### src/rtl/hs32_pkg.sv
// Shared hs32 types: architectural register index and the decoded issue record.
package hs32_pkg;

  localparam int HS32_NREGS = 16;

  typedef logic [3:0] hs32_reg_t;

  typedef struct packed {
    hs32_reg_t rd;
    hs32_reg_t rs1;
    hs32_reg_t rs2;
    logic      we;
    logic      ld;
    logic      rs1_used;
    logic      rs2_used;
  } hs32_issue_t;

endpackage

### src/rtl/hs32_scoreboard_if.sv
// Decode/execute/LSU <-> scoreboard control bundle; master drives issue and retire.
interface hs32_scoreboard_if;
  import hs32_pkg::*;

  logic                  issue_vld_i;
  hs32_reg_t             issue_rd_i;
  logic                  issue_we_i;
  logic                  issue_ld_i;
  hs32_reg_t             issue_rs1_i;
  logic                  issue_rs1_used_i;
  hs32_reg_t             issue_rs2_i;
  logic                  issue_rs2_used_i;
  logic                  ex_vld_i;
  hs32_reg_t             ex_rd_i;
  logic                  ex_we_i;
  logic                  ret_vld_i;
  hs32_reg_t             ret_rd_i;
  logic                  flush_i;
  logic                  stall_o;
  logic                  fwd_o;
  logic [HS32_NREGS-1:0] busy_o;
  logic [3:0]            cnt_o;
  logic                  err_o;

  modport master (
    output issue_vld_i, issue_rd_i, issue_we_i, issue_ld_i, issue_rs1_i,
           issue_rs1_used_i, issue_rs2_i, issue_rs2_used_i, ex_vld_i, ex_rd_i,
           ex_we_i, ret_vld_i, ret_rd_i, flush_i,
    input  stall_o, fwd_o, busy_o, cnt_o, err_o
  );

  modport slave (
    input  issue_vld_i, issue_rd_i, issue_we_i, issue_ld_i, issue_rs1_i,
           issue_rs1_used_i, issue_rs2_i, issue_rs2_used_i, ex_vld_i, ex_rd_i,
           ex_we_i, ret_vld_i, ret_rd_i, flush_i,
    output stall_o, fwd_o, busy_o, cnt_o, err_o
  );

endinterface

### src/rtl/hs32_sb_cnt.sv
// Saturating up/down pending-load counter for one register; err pulses on
// decrement at zero or increment at MAX.
module hs32_sb_cnt #(
  parameter int MAX = 4,
  parameter int W   = $clog2(MAX + 1)
) (
  input  logic         clk,
  input  logic         reset,
  input  logic         inc,
  input  logic         dec,
  input  logic         clr,
  output logic [W-1:0] cnt,
  output logic         nonzero,
  output logic         err
);

  localparam logic [W-1:0] MAX_V = W'(MAX);

  logic dec_ok;
  logic inc_ok;

  // A decrement at MAX frees the slot, so a same-cycle increment still fits.
  assign dec_ok  = dec && (cnt != '0);
  assign inc_ok  = inc && ((cnt != MAX_V) || dec_ok);
  assign nonzero = (cnt != '0);
  assign err     = (dec && !dec_ok) || (inc && !inc_ok);

  always_ff @(posedge clk) begin
    // NOTE: non-blocking (<=) so every register samples the same pre-edge state.
    if (reset || clr)          cnt <= '0;
    else if (inc_ok && !dec_ok) cnt <= cnt + 1'b1;
    else if (dec_ok && !inc_ok) cnt <= cnt - 1'b1;
  end

endmodule

### src/rtl/hs32_scoreboard.sv
// hs32 register-hazard scoreboard: tracks in-flight loads per register and
// produces the decode stall and the execute d1 forwarding select.
module hs32_scoreboard
  import hs32_pkg::*;
#(
  parameter int MAX_OUTSTANDING = 4,
  parameter bit RETIRE_BYPASS   = 1'b1
) (
  input logic               clk,
  input logic               reset,
  hs32_scoreboard_if.slave  sb
);

  localparam int         PW      = $clog2(MAX_OUTSTANDING + 1);
  localparam logic [3:0] CNT_MAX = 4'(MAX_OUTSTANDING);

  hs32_issue_t           iss;
  logic [PW-1:0]         pend [HS32_NREGS];
  logic [HS32_NREGS-1:0] busy, pending, inc, dec, cnt_err;
  logic [3:0]            cnt;
  logic                  err;
  logic                  raw, waw, cap, ex_rs2, stall, fwd;
  logic                  ld_acc, cnt_inc, cnt_dec, cnt_ovf;

  assign iss = '{rd: sb.issue_rd_i, rs1: sb.issue_rs1_i, rs2: sb.issue_rs2_i,
                 we: sb.issue_we_i, ld: sb.issue_ld_i,
                 rs1_used: sb.issue_rs1_used_i, rs2_used: sb.issue_rs2_used_i};

  for (genvar r = 0; r < HS32_NREGS; r++) begin : g_reg
    hs32_sb_cnt #(.MAX(MAX_OUTSTANDING), .W(PW)) u_cnt (
      .clk     (clk),
      .reset   (reset),
      .inc     (inc[r]),
      .dec     (dec[r]),
      .clr     (sb.flush_i),
      .cnt     (pend[r]),
      .nonzero (busy[r]),
      .err     (cnt_err[r])
    );
    // The last outstanding load returning now already has its data forwarded.
    assign pending[r] = busy[r] && !(RETIRE_BYPASS && sb.ret_vld_i &&
                        (sb.ret_rd_i == hs32_reg_t'(r)) && (pend[r] == PW'(1)));
    assign inc[r] = ld_acc && (iss.rd == hs32_reg_t'(r));
    assign dec[r] = !sb.flush_i && sb.ret_vld_i && (sb.ret_rd_i == hs32_reg_t'(r));
  end

  always_comb begin
    // NOTE: every output is assigned on every path, so no latch is inferred.
    raw    = (iss.rs1_used && pending[iss.rs1]) || (iss.rs2_used && pending[iss.rs2]);
    waw    = iss.we && pending[iss.rd];
    cap    = iss.ld && iss.we && (cnt == CNT_MAX) && !sb.ret_vld_i;
    ex_rs2 = iss.rs2_used && sb.ex_vld_i && sb.ex_we_i && (sb.ex_rd_i == iss.rs2);
    stall  = sb.issue_vld_i && (raw || waw || cap || ex_rs2);
    fwd    = sb.issue_vld_i && !stall && iss.rs1_used && sb.ex_vld_i &&
             sb.ex_we_i && (sb.ex_rd_i == iss.rs1);
  end

  // Flush discards same-cycle issue and retire.
  assign ld_acc  = sb.issue_vld_i && !stall && iss.ld && iss.we && !sb.flush_i;
  assign cnt_dec = !sb.flush_i && sb.ret_vld_i && busy[sb.ret_rd_i];
  assign cnt_inc = ld_acc && ((cnt != CNT_MAX) || cnt_dec);
  assign cnt_ovf = ld_acc && !cnt_inc;

  always_ff @(posedge clk) begin
    if (reset) begin
      cnt <= '0;
      err <= 1'b0;
    end else begin
      if (sb.flush_i)               cnt <= '0;
      else if (cnt_inc && !cnt_dec) cnt <= cnt + 4'd1;
      else if (cnt_dec && !cnt_inc) cnt <= cnt - 4'd1;
      if ((|cnt_err) || cnt_ovf)    err <= 1'b1;
    end
  end

  assign sb.stall_o = stall;
  assign sb.fwd_o   = fwd;
  assign sb.busy_o  = busy;
  assign sb.cnt_o   = cnt;
  assign sb.err_o   = err;

endmodule

### src/flat_wrapper.sv
// flat-port wrapper written by rule: the top's interface ports become plain ports
module hs32_scoreboard_flat import hs32_pkg::*;
#(
  parameter int MAX_OUTSTANDING = 4,
  parameter bit RETIRE_BYPASS   = 1'b1
)
  (clk, reset, sb_issue_vld_i, sb_issue_rd_i, sb_issue_we_i, sb_issue_ld_i, sb_issue_rs1_i, sb_issue_rs1_used_i, sb_issue_rs2_i, sb_issue_rs2_used_i, sb_ex_vld_i, sb_ex_rd_i, sb_ex_we_i, sb_ret_vld_i, sb_ret_rd_i, sb_flush_i, sb_stall_o, sb_fwd_o, sb_busy_o, sb_cnt_o, sb_err_o);
  hs32_scoreboard_if sb_i ();
  input logic clk;
  input logic reset;
  input wire logic [$bits(sb_i.issue_vld_i)-1:0] sb_issue_vld_i;
  input wire logic [$bits(sb_i.issue_rd_i)-1:0] sb_issue_rd_i;
  input wire logic [$bits(sb_i.issue_we_i)-1:0] sb_issue_we_i;
  input wire logic [$bits(sb_i.issue_ld_i)-1:0] sb_issue_ld_i;
  input wire logic [$bits(sb_i.issue_rs1_i)-1:0] sb_issue_rs1_i;
  input wire logic [$bits(sb_i.issue_rs1_used_i)-1:0] sb_issue_rs1_used_i;
  input wire logic [$bits(sb_i.issue_rs2_i)-1:0] sb_issue_rs2_i;
  input wire logic [$bits(sb_i.issue_rs2_used_i)-1:0] sb_issue_rs2_used_i;
  input wire logic [$bits(sb_i.ex_vld_i)-1:0] sb_ex_vld_i;
  input wire logic [$bits(sb_i.ex_rd_i)-1:0] sb_ex_rd_i;
  input wire logic [$bits(sb_i.ex_we_i)-1:0] sb_ex_we_i;
  input wire logic [$bits(sb_i.ret_vld_i)-1:0] sb_ret_vld_i;
  input wire logic [$bits(sb_i.ret_rd_i)-1:0] sb_ret_rd_i;
  input wire logic [$bits(sb_i.flush_i)-1:0] sb_flush_i;
  output wire logic [$bits(sb_i.stall_o)-1:0] sb_stall_o;
  output wire logic [$bits(sb_i.fwd_o)-1:0] sb_fwd_o;
  output wire logic [$bits(sb_i.busy_o)-1:0] sb_busy_o;
  output wire logic [$bits(sb_i.cnt_o)-1:0] sb_cnt_o;
  output wire logic [$bits(sb_i.err_o)-1:0] sb_err_o;
  assign sb_i.issue_vld_i = sb_issue_vld_i;
  assign sb_i.issue_rd_i = sb_issue_rd_i;
  assign sb_i.issue_we_i = sb_issue_we_i;
  assign sb_i.issue_ld_i = sb_issue_ld_i;
  assign sb_i.issue_rs1_i = sb_issue_rs1_i;
  assign sb_i.issue_rs1_used_i = sb_issue_rs1_used_i;
  assign sb_i.issue_rs2_i = sb_issue_rs2_i;
  assign sb_i.issue_rs2_used_i = sb_issue_rs2_used_i;
  assign sb_i.ex_vld_i = sb_ex_vld_i;
  assign sb_i.ex_rd_i = sb_ex_rd_i;
  assign sb_i.ex_we_i = sb_ex_we_i;
  assign sb_i.ret_vld_i = sb_ret_vld_i;
  assign sb_i.ret_rd_i = sb_ret_rd_i;
  assign sb_i.flush_i = sb_flush_i;
  assign sb_stall_o = sb_i.stall_o;
  assign sb_fwd_o = sb_i.fwd_o;
  assign sb_busy_o = sb_i.busy_o;
  assign sb_cnt_o = sb_i.cnt_o;
  assign sb_err_o = sb_i.err_o;
  hs32_scoreboard #(.MAX_OUTSTANDING(MAX_OUTSTANDING), .RETIRE_BYPASS(RETIRE_BYPASS)) u_core (.clk(clk), .reset(reset), .sb(sb_i));
endmodule
### config.mk
export PLATFORM = sky130hd
export DESIGN_NAME = hs32_scoreboard_flat
export DESIGN_NICKNAME = d
export VERILOG_FILES = /design/src/rtl/hs32_pkg.sv /design/src/rtl/hs32_scoreboard_if.sv /design/src/rtl/hs32_sb_cnt.sv /design/src/rtl/hs32_scoreboard.sv /design/src/flat_wrapper.sv
export SDC_FILE = /design/constraint.sdc
export NUM_CORES = 1
export LEC_CHECK = 0
export CAP_MARGIN = 20
export CORE_MARGIN = 10
export CORE_UTILIZATION = 55
export DETAILED_ROUTE_END_ITERATION = 10
export DONT_BUFFER_PORTS = 1
export GPL_TIMING_DRIVEN = 0
export MAX_ROUTING_LAYER = met4
export PLACE_DENSITY = 0.82
export REMOVE_ABC_BUFFERS = 1
export SETUP_SLACK_MARGIN = 0.02
export SLEW_MARGIN = 20
export SYNTH_ARGS = -nofsm -noshare
export SYNTH_HDL_FRONTEND = slang
export SYNTH_SLANG_ARGS = --single-unit
### constraint.sdc
create_clock -name clk -period 6.15 [get_ports clk]
set_clock_uncertainty 0.05 [all_clocks]
set_input_delay 1.23 -clock clk [delete_from_list [all_inputs] [get_ports clk]]
set_output_delay 1.23 -clock clk [all_outputs]
set_load 0.05 [all_outputs]
==> out/metrics.sh <==
CLOCK_TREE.ROOT_CELL='sky130_fd_sc_hd__clkbuf_8'
NET-SWITCHING-POWER_mW=0.177
OUTCOME='finished, final reports clean'
VDD_IR_DROP_MAX_mV=0.108
POSTCTSSETUPBUFFERS=0
YS_FLOP_TYPE='sky130_fd_sc_hd__dfxtp_1'
TIMING.SETUP.CRITICAL_PATH_CLASS='in2out'
STATIC_POWER_DUE_TO_LEAKAGE_nW=2.09
FIRSTDRTPASSITERS=5
GRT_USAGE=0.198
WORST_SLEW_PIN_SLEW_PS=1040
CTS_HOLD_REPAIR.BUFFERS=0
FIN_TOTAL_PWR_mW=0.639
AREA_SHARE_OF_THE_LARGEST_CELL_TYPE_AFTER_SYNTHESIS=0.201
AREA_DELTA_SYNTH_FINAL_PCT=-0.0474
TIMING.FMAX_GHz=0.195
PERIOD_MINUS_SLACK_PS=5120
STARTPOINT_TYPE='input port'
CTS_BUFFER_DEPTH=2
CLOCK_TREE_FROM_TRITONCTS='done'
DIE_HEIGHT_UM=118
POWER.COMBINATIONAL.FRACTION=0.111
POST_SYNTH_INSTANCE_AREA_MM2=0.00528
DRC_MARKER_COUNT_FROM_THE_FIRST_DETAILED_ROUTE_ITERATION=346
HOLD_VIOLATIONS=0
SYNTH.TOP_CELLS.BY_AREA='sky130_fd_sc_hd__dfxtp_1 (20%), sky130_fd_sc_hd__ha_1 (20%), sky130_fd_sc_hd__xor2_1 (6.1%), sky130_fd_sc_hd__nor2_1 (5.1%), sky130_fd_sc_hd__a21oi_1 (4.6%)'
DESIGN.CORE.AREA_MM2=0.00928
DRIVE_ABOVE_1_SHARE=0.0714
SETUP-VIOLATIONS-FINAL=0
CP_MAX_FO=18
HTREEDEPTH=2
RSZ0062_AT_GRT='false'
PLACEMENT.SETUP.WORST_SLACK_PS=958
CELL_INTERNAL_PWR_mW=0.462
AVGSYNTHCELLAREA_UM2=8.29
REMAINING_DRC_ERRORS=0
SYNTH-SEQ-CELLS=53
CRITICAL_PATH_REQUIRED_PS=4870
SYNTHESIS.INSTANCES=636
CP-END-KIND='output pin'
WORST_SETUP_HOLD_PATH_CLK_SLEW_PS=100
POST_CTS_RESIZE_COUNT=0
TIMING.MAX_SLEW.REL_SLACK=0.304
GLOBAL_ROUTE_TOTAL_OVERFLOW=0
NUMBER_OF_CELL_ROWS=35
ANT_NETS=0
FINALMAXSLEWVIOLATIONS=0
ANTENNA_CELLS=0
PIN_COUNT_OF_THE_BIGGEST_NET_ENTERING_GLOBAL_ROUTING=53
TIMING.CRITICAL_PATH.ARRIVAL_PS=3840
SYNTH_EDF_COUNT=0
INITIAL_UTILIZATION=0.568
DP_CELLS=723
MAX-CAP-VIOLATIONS=0
ESTIMATED_WIRELENGTH_OF_THE_DETAIL_PLACED_DESIGN_UM=11000
GRT_PASS1_WL_UM=22600
GRT_PASS1_VIAS=4386
LAYOUTNONFILLERINSTCOUNT=731
PERIOD_SHARE=0.832
POSTSYNTH.ASYNCRESETSHARE=0
DESIGN.PORTCOUNT=54
DETAIL_ROUTE.WIRELENGTH_UM=13900
AREA_OF_THE_MULTI_INPUT_GATES_MM2=0.00373
FLOORPLAN.DIE_AREA_MM2=0.0139
FINAL.SETUP.WORST_SLACK_PS=1030
SEQUENTIAL_FRACTION_OF_THE_SYNTHESIS_AREA=0.201
WL_PER_CELL_UM=19.1
FP.DIEW_UM=118
NUMPORTBUFFERS=0
DR_TOTAL_VIAS=4549
SETUP_TNS_PS=0
MIN_PATH_TYPE='reg2reg'
VIAS_PER_CELL=6.22
CLOCK_INSERTION_DELAY_WORST_SKEW_PS=320
FF_LATCH_AREA_MM2=0.00106
TRITONCTS_NUM_SINKS=53
NUMCTSBUFFERS=5
POWER_FRAC_SEQ=0.552
POWER.DENSITY_mW_PER_MM2=121
YOSYSUNIQUECELLTYPES=70
POWER_SWITCHING_SHARE=0.277
P_CLK_FRAC=0.338
GRT_ANTENNA_BEFORE_REPAIR=0
ROUTABILITYCONGESTION=0.948
YOSYSWARNINGS=0
POST-SYNTH-TOP-AREA-CELL='sky130_fd_sc_hd__dfxtp_1'
LAYOUT.FILLER_CELLS=872
FIN_NETS=716
[cell families (layout without fill, tap and decap cells)]
logic type | after synthesis | after routing | share of synthesized area
and+or+nand+nor | 209 | 209 | 0.225
AOI/OAI and AO/OA | 123 | 123 | 0.157
buffers and inverters | 102 | 68 | 0.0939
adders and majority gates | 84 | 84 | 0.201
DFF | 53 | 53 | 0.201
xor gates and xnor gates | 43 | 43 | 0.0714
muxes | 22 | 22 | 0.0515
[per-stage QoR]
stage | util | hold slack (ps) | area [um2]
3_5_place_dp | 0.557 | 442 | 5170
3_3_place_gp | 0.556 | 425 | 5170
5_1_grt | 0.568 | 487 | 5270
6_report | 0.568 | 457 | 5270
2_1_floorplan | - | 416 | 5000
4_1_cts | 0.567 | 457 | 5270
[cell type report]
class | instances | area share
clock buffers | 6 | 0.0157
clock inverters | 2 | 0.00261
multi-input cells | 481 | 0.707
well taps | 129 | 0.0306
inverters | 60 | 0.0427
flip-flops and latches | 53 | 0.201
[registers in the layout (all words and copies together) (netlist names)]
register            flops
u_core.g.u_cnt.cnt     48
u_core.sb.cnt_o         4
u_core.sb.err_o         1
[layout by cell type (no fill, tap or decap), types with 3 or more instances in the layout]
master,count
sky130_fd_sc_hd__a21oi_1,48
sky130_fd_sc_hd__a22oi_1,5
sky130_fd_sc_hd__a41oi_2,3
sky130_fd_sc_hd__nor2b_1,16
sky130_fd_sc_hd__and4bb_2,3
sky130_fd_sc_hd__a211oi_1,9
sky130_fd_sc_hd__nor3_1,9
sky130_fd_sc_hd__nor2_1,71
sky130_fd_sc_hd__xnor2_1,6
sky130_fd_sc_hd__dfxtp_1,53
sky130_fd_sc_hd__a31oi_1,3
sky130_fd_sc_hd__or3_1,18
sky130_fd_sc_hd__inv_1,60
sky130_fd_sc_hd__and2_1,4
sky130_fd_sc_hd__nor4b_1,3
sky130_fd_sc_hd__nand3_1,22
sky130_fd_sc_hd__mux2i_1,17
sky130_fd_sc_hd__nand4_1,6
sky130_fd_sc_hd__nand4b_1,3
sky130_fd_sc_hd__o2111ai_1,5
sky130_fd_sc_hd__a41oi_1,3
sky130_fd_sc_hd__nor4b_2,3
sky130_fd_sc_hd__nand2_1,19
sky130_fd_sc_hd__ha_1,83
sky130_fd_sc_hd__nand2b_1,5
sky130_fd_sc_hd__xor2_1,37
sky130_fd_sc_hd__clkbuf_8,6
sky130_fd_sc_hd__o21ai_0,20
sky130_fd_sc_hd__nor3_2,9
sky130_fd_sc_hd__mux4_2,4
[cells in the mapped netlist (all sizes together) (3+ instances only)]
cell / n
ha: 83
and4bb: 3
or3: 18
nor4: 3
a22oi: 5
nor4b: 6
nor3: 18
mux2i: 17
a211oi: 9
a21oi: 49
dfxtp: 53
a41oi: 6
xnor2: 6
buf: 29
nand2: 19
o2111ai: 5
nand3: 22
nand2b: 5
clkbuf: 13
nand4b: 3
nor3b: 3
o311ai: 4
o21ai: 20
and2: 4
nor2b: 16
xor2: 37
nand4: 7
nor2: 73
inv: 60
mux4: 4
a31oi: 3
[worst max-delay path, cell delays in order]
cell and delay [ps]:
sky130_fd_sc_hd__nor2b_1 690, sky130_fd_sc_hd__a41o_1 400, sky130_fd_sc_hd__or3_1 140, sky130_fd_sc_hd__o2111ai_1 220
sky130_fd_sc_hd__o31ai_1 310, sky130_fd_sc_hd__nand2_1 130, sky130_fd_sc_hd__nor3_2 710
[per-layer routing]
metal / share of wire / global-route usage / vias up
met1: 0.39 / 0.225 / 2159
met2: 0.48 / 0.335 / 218
met5: 0 / - / -
met3: 0.10 / 0.0576 / 33
li1: - / - / 2139
met4: 0.024 / 0.0510 / 0
[power by group through the flow]
stage / registers [mW] / clock network (mW) / logic (mW)
after floorplan: 0.360 / 0 / 0.0547
after global placement: 0.361 / 0 / 0.0678
after detailed placement: 0.361 / 0 / 0.0694
after CTS: 0.353 / 0.219 / 0.0699
after global routing: 0.353 / 0.232 / 0.0775
final: 0.353 / 0.216 / 0.0708
[path summary, 6_finish.rpt]
| kind | endpoint | cells past startpoint | start | slack [ps] |
|---|---|---|---|---|
| min | u_core.g_reg[7].u_cnt.cnt[2] | 2 | u_core.g_reg[7].u_cnt.cnt[2] | 460 |
| max reg2reg | u_core.sb.cnt_o[3] | 17 | u_core.g_reg[3].u_cnt.cnt[0] | 1770 |
| min reg2reg | u_core.g_reg[7].u_cnt.cnt[2] | 2 | u_core.g_reg[7].u_cnt.cnt[2] | 460 |
| max | sb_fwd_o | 7 | sb_ret_rd_i[3] | 1030 |
(Power assumes the default switching activity.)
